===== src/rtl/packet_slot_queue.sv =====
`default_nettype none
// ============================================================================
// Module   : packet_slot_queue
// Purpose  : Slot-partitioned packet buffer controller with whole-packet drop
//            on overflow and a start/done handshake towards the consumer.
// Revision : 1.0 - initial release
// ============================================================================
module packet_slot_queue #(
   parameter int WORD_LEN   = 8,
   parameter int SLOT_LEN   = 914,
   parameter int NUM_SLOTS  = 8,
   parameter int DROP_CNT_W = 16,
   localparam int PART_LEN  = 2**$clog2(SLOT_LEN),
   localparam int SW        = $clog2(NUM_SLOTS),
   localparam int CW        = $clog2(PART_LEN),
   localparam int AW        = SW + CW
) (
   input  logic                  clk,
   input  logic                  rstn,
   input  logic                  inclk,
   input  logic [WORD_LEN-1:0]   in,
   input  logic                  in_last,
   input  logic                  wr_abort,
   output logic                  ram_we,
   output logic [AW-1:0]         ram_waddr,
   output logic [WORD_LEN-1:0]   ram_win,
   output logic                  rd_start,
   output logic [AW-1:0]         rd_base,
   output logic [AW-1:0]         rd_end,
   input  logic                  rd_done,
   output logic [SW:0]           count,
   output logic                  full,
   output logic                  empty,
   output logic [DROP_CNT_W-1:0] drops
);

   localparam logic       c_W_ACCEPT = 1'b0;
   localparam logic       c_W_DROP   = 1'b1;
   localparam logic [1:0] c_R_IDLE   = 2'd0;
   localparam logic [1:0] c_R_START  = 2'd1;
   localparam logic [1:0] c_R_ACTIVE = 2'd2;

   logic                  r_wstate;
   logic [1:0]            r_rstate;
   logic [1:0]            w_rnext;
   logic [SW-1:0]         r_head;
   logic [SW-1:0]         r_tail;
   logic [CW-1:0]         r_wcnt;
   logic [SW:0]           r_count;
   logic [DROP_CNT_W-1:0] r_drops;
   logic [CW:0]           r_len [NUM_SLOTS];
   logic [AW-1:0]         r_rd_base;
   logic [AW-1:0]         r_rd_end;

   logic          w_full;
   logic          w_first;
   logic          w_accepting;
   logic          w_reject;
   logic          w_we;
   logic          w_commit;
   logic          w_pop;
   logic [AW-1:0] w_base;

   assign w_full      = (r_count == (SW+1)'(NUM_SLOTS));
   assign w_first     = (r_wcnt == '0);
   assign w_accepting = inclk && (r_wstate == c_W_ACCEPT) && !wr_abort;
   // A packet is refused only at its first word; later words always have room.
   assign w_reject    = w_accepting && w_first && w_full;
   assign w_we        = w_accepting && !(w_first && w_full);
   assign w_commit    = w_we && (in_last || (r_wcnt == CW'(SLOT_LEN-1)));
   assign w_pop       = (r_rstate == c_R_ACTIVE) && rd_done;
   assign w_base      = {r_head, {CW{1'b0}}};

   assign ram_we    = w_we;
   assign ram_waddr = {r_tail, r_wcnt};
   assign ram_win   = in;
   assign count     = r_count;
   assign full      = w_full;
   assign empty     = (r_count == '0);
   assign drops     = r_drops;
   assign rd_base   = r_rd_base;
   assign rd_end    = r_rd_end;

   always_ff @(posedge clk or negedge rstn) begin
      if (!rstn) begin
         r_wstate <= c_W_ACCEPT;
         r_wcnt   <= '0;
         r_tail   <= '0;
      end else if (wr_abort) begin
         r_wcnt   <= '0;
         r_wstate <= c_W_ACCEPT;
      end else if (inclk) begin
         if (r_wstate == c_W_DROP) begin
            if (in_last) r_wstate <= c_W_ACCEPT;
         end else if (w_reject) begin
            if (!in_last) r_wstate <= c_W_DROP;
         end else if (w_commit) begin
            r_wcnt <= '0;
            r_tail <= r_tail + SW'(1);
         end else begin
            r_wcnt <= r_wcnt + CW'(1);
         end
      end
   end

   always_ff @(posedge clk or negedge rstn) begin
      if (!rstn)
         r_drops <= '0;
      else if (w_reject && (r_drops != '1))
         r_drops <= r_drops + DROP_CNT_W'(1);
   end

   always_ff @(posedge clk or negedge rstn) begin
      if (!rstn) begin
         r_count <= '0;
      end else begin
         case ({w_commit, w_pop})
            2'b10:   r_count <= r_count + (SW+1)'(1);
            2'b01:   r_count <= r_count - (SW+1)'(1);
            default: r_count <= r_count;
         endcase
      end
   end

   for (genvar i = 0; i < NUM_SLOTS; i++) begin : g_len
      always_ff @(posedge clk or negedge rstn) begin
         if (!rstn)
            r_len[i] <= '0;
         else if (w_commit && (r_tail == SW'(i)))
            r_len[i] <= {1'b0, r_wcnt} + (CW+1)'(1);
      end
   end

   always_ff @(posedge clk or negedge rstn) begin
      if (!rstn) r_rstate <= c_R_IDLE;
      else       r_rstate <= w_rnext;
   end

   always_comb begin
      w_rnext = r_rstate;
      case (r_rstate)
         c_R_IDLE:   if (r_count != '0) w_rnext = c_R_START;
         c_R_START:  w_rnext = c_R_ACTIVE;
         c_R_ACTIVE: if (rd_done) w_rnext = c_R_IDLE;
         default:    w_rnext = c_R_IDLE;
      endcase
   end

   always_comb begin
      rd_start = 1'b0;
      if (r_rstate == c_R_START) rd_start = 1'b1;
   end

   // Read window is latched once per packet and held until the consumer is done.
   always_ff @(posedge clk or negedge rstn) begin
      if (!rstn) begin
         r_rd_base <= '0;
         r_rd_end  <= '0;
         r_head    <= '0;
      end else begin
         if ((r_rstate == c_R_IDLE) && (w_rnext == c_R_START)) begin
            r_rd_base <= w_base;
            r_rd_end  <= w_base + AW'(r_len[r_head]);
         end
         if (w_pop) r_head <= r_head + SW'(1);
      end
   end

endmodule
`default_nettype wire


===== config.mk =====
export PLATFORM = sky130hd
export DESIGN_NAME = packet_slot_queue
export DESIGN_NICKNAME = d
export VERILOG_FILES = /design/src/rtl/packet_slot_queue.sv
export SDC_FILE = /design/constraint.sdc
export NUM_CORES = 1
export LEC_CHECK = 0
export ABC_AREA = 1
export CAP_MARGIN = 40
export CORE_AREA = 2 2 163 165
export CTS_BUF_LIST = sky130_fd_sc_hd__clkbuf_16
export DETAILED_ROUTE_END_ITERATION = 10
export DIE_AREA = 0 0 165 167
export PLACE_DENSITY = 0.55
export SYNTH_ARGS = -nofsm -noshare
export SYNTH_HDL_FRONTEND = slang
export SYNTH_SLANG_ARGS = --single-unit

===== constraint.sdc =====
create_clock -name clk -period 3.3 [get_ports clk]
set_clock_uncertainty 0.15 [all_clocks]
set_input_delay 0.495 -clock clk [delete_from_list [all_inputs] [get_ports clk]]
set_output_delay 0.495 -clock clk [all_outputs]
set_load 0.01 [all_outputs]

==> metrics.yaml <==
clocking:
  clkSinkCount: 143
  clockRootBuffer: "clkbuf_16"
  cts_buffer_depth: 2
  postCtsSetupRepairBufs: 0
  clkTransAtPathRegs_ns: 0.07
  cts_tree: "built"
  cts_resized: 0
  clk_latency_ns: 0.44
  hold_buffers: 1
  cts_buffers: 17
  cts_max_level: 4
yosys:
  ys_types: 34
  syn_area_mm2: 0.00762
  synth_area_leaders: "dfrtp_1 (47%), nand2_1 (16%), nand4_1 (5.7%)"
  ys_ff_latch: 143
  synth_top_area_cell: "dfrtp_1"
  synthCells: 969
  seq_area_frac_synth_pct: 47.0
  synth_area_per_cell_um2: 7.86
  yosysWarningCount: 0
  synth.top_cell.area_share_pct: 47.0
sta:
  setup-violations-final: 0
  period_share_pct: 90.8
  slew_viol_final: 0
  fin_setup_tns_ns: 0
  tightest_slew_ns: 0.706
  report.final.hold_viol_count: 0
  rsz0062_at_grt: "no"
  period_needed_ns: 3.00
  slew_headroom_pct: 53.0
  fmax_mhz: 334
  setup_slack_ns: 0.303
layout:
  drive_gt1_share_pct: 8.26
  final_util_pct: 35.1
  n_fill_cell: 2656
  seqCellArea_mm2: 0.00358
  diodes: 0
  syn2layout_area_growth_pct: 18.7
  instances_no_fill: 1364
  fin_nets: 1046
  multi_input_area_mm2: 0.00339
route:
  dr.first_iter.drc_count: 473
  route.detailed.drc: 0
  drtAntennaViolNets: 0
  num_vias: 6577
  firstDrtPassIters: 5
  wirelength_mm: 21.4
  wl_per_cell_um: 15.7
  viasPerCell: 4.82
worst_hold_path:
  hp-class: "reg2reg"
  min-delay-start: "r_len[26]"
critical_path:
  endpoint: "ram_we"
  path_depth: 6
  cp_num_buf_inv: 2
  cp-start-kind: "flip-flop"
  path_max_fanout: 11
  rr_worst_depth: 14
  reg2reg_from: "r_wcnt[0]"
  crit_chain: "clkinv_1 -> ha_1 -> nand3_1 -> nor2_4 -> a21oi_4 -> clkdlybuf4s50_1"
  slowest_stage: "clkdlybuf4s50_1"
  critPathArrivalTime_ns: 2.35
  crit_start: "r_wcnt[0]"
  r2r_setup_slack_ns: 0.57
  r2r_end: "count[2]"
  worst_setup_path_end_kind: "output port"
  required_ns: 2.65
  cp_top_family: "buffers and inverters"
  cpPeakStageDelay_ns: 0.58
  path_class: "reg2out"
place:
  place.gp.congestion: 0.791
  placed_cells: 1331
  post-dp-hpwl_mm: 14.3
  place_ws_ns: 0.458
  io_buffers: 58
global_routing:
  grt_pass1_wl_mm: 34.3
  top_usage_layer: "met2"
  grt_use_met3_pct: 2.86
  grtUsageTotal_pct: 15.9
  met1_usage_pct: 22.9
  grt_use_met2_pct: 24.4
  grt_pass1_vias: 6193
  gr-total-overflow: 0
  antenna_found_initial: 0
  grt_max_degree: 71
power_and_ir_drop:
  p_leak_nw: 4.50
  ir_worst_vdd_mv: 0.539
  p_total_mw: 6.82
  power_density_mw_per_mm2: 754
die:
  core_mm2: 0.0258
  die_width_um: 165
  die_area_mm2: 0.0276
  io_pins: 85
  start_util_pct: 29.6
  die_height_um: 167
  num_rows: 59
status:
  status: "finished clean"
flow_run:
  drv_cap: 0
layout make-up:
class / instances / area share [%]
Sequential cell: 143 / 39.5
Multi-Input combinational cell: 703 / 37.5
Timing Repair Buffer: 91 / 9.33
Clock buffer: 17 / 4.70
Tap cell: 335 / 4.63
Inverter: 60 / 2.49
Clock inverter: 15 / 1.80
power by group:
group	internal, mW	leakage [nW]	total [mW]	switching [mW]
clock network	1.08	0.285	1.96	0.882
registers	2.05	1.92	2.31	0.264
logic	0.974	2.30	2.55	1.57
sequential cells by signal, indices dropped and copies added, names as in the netlist:
signal    flops
r_len        88
drops        16
r_wstate      1
r_rstate      2
count         4
rd_base       3
r_wcnt       10
r_tail        3
rd_end       13
r_head        3
synth_stat cells, drive strengths merged:
master and instances:
ha 16, a21oi 2, o21bai 1, clkinv 3
a21o 2, conb 1, dfrtp 143, nand4 69
xor2 14, o22ai 22, clkbuf 23, nor2 79
inv 57, xnor2 3, nand3 78, nor3 6
a22oi 1, o21ai 69, buf 49, nand2 331
worst reg2reg max path: stages, from the launching register on:
cell and delay (ns):
dfrtp_1 0.55, clkinv_1 0.15, ha_1 0.21, nand3_1 0.12, nor2_4 0.07, nand2_4 0.13
nand2_2 0.08, nor2_4 0.08, inv_1 0.09, ha_1 0.24, xor2_1 0.18, ha_1 0.19
a21oi_1 0.14, xor2_1 0.14, o21ai_0 0.08
cell usage in the layout, fill, tap and decap left out, types with 2 or more instances in the layout:
master           synthesis  layout
nor2_2                   2       2
a21o_1                   2       2
clkbuf_16                0      17
o21ai_0                 61      61
o21ai_1                  8       8
nor2_1                  73      73
nand4_1                 69      69
ha_1                    16      16
clkinvlp_4               0       2
nor3_1                   5       5
nand2_4                  2       2
nand2_2                  5       5
inv_1                   53      53
buf_4                   22      31
xor2_1                  14      14
inv_6                    0       6
dfrtp_1                143     143
inv_8                    0       5
nand2_1                324     324
xnor2_1                  3       3
o22ai_1                 22      22
clkinv_1                 3       3
conb_1                   1      10
nand3_1                 77      77
clkdlybuf4s50_1          0      57
nor2_4                   3       3
inv_2                    4       4
logic make-up after synthesis:
| kind of cell | count (synthesis) | share of synthesized area, % |
|---|---|---|
| AND/OR/NAND/NOR | 563 | 32.4 |
| flip-flops | 143 | 47.0 |
| buffers and inverters | 132 | 8.96 |
| AO/OA/AOI/OAI | 97 | 7.01 |
| XOR/XNOR | 17 | 1.95 |
| adder cells (fa/ha/maj) | 16 | 2.63 |
| other | 1 | 0.0492 |
through the flow:
step	area, um^2	hold WS [ns]
finish	9050	0.317
global route	9050	0.336
CTS	9050	0.320
detailed placement	8450	0.304
global placement	8440	0.299
floorplan	7650	0.0494
routing by layer:
metal	share of wire (%)	wire (um)
met5	0	0
met4	1.2	248
met3	4.3	928
met2	46	9840
met1	49	10400
worst min-delay path by stage:
stage                            to  slack [ns]  depth (start not counted)
after floorplan            count[0]        0.05                          0
after global placement    r_len[67]        0.30                          2
after detailed placement  r_len[12]        0.30                          2
after CTS                 r_len[12]        0.32                          2
after global routing      r_len[33]        0.34                          2
final                     r_len[26]        0.32                          2
Power figures use the tool's default switching activity.
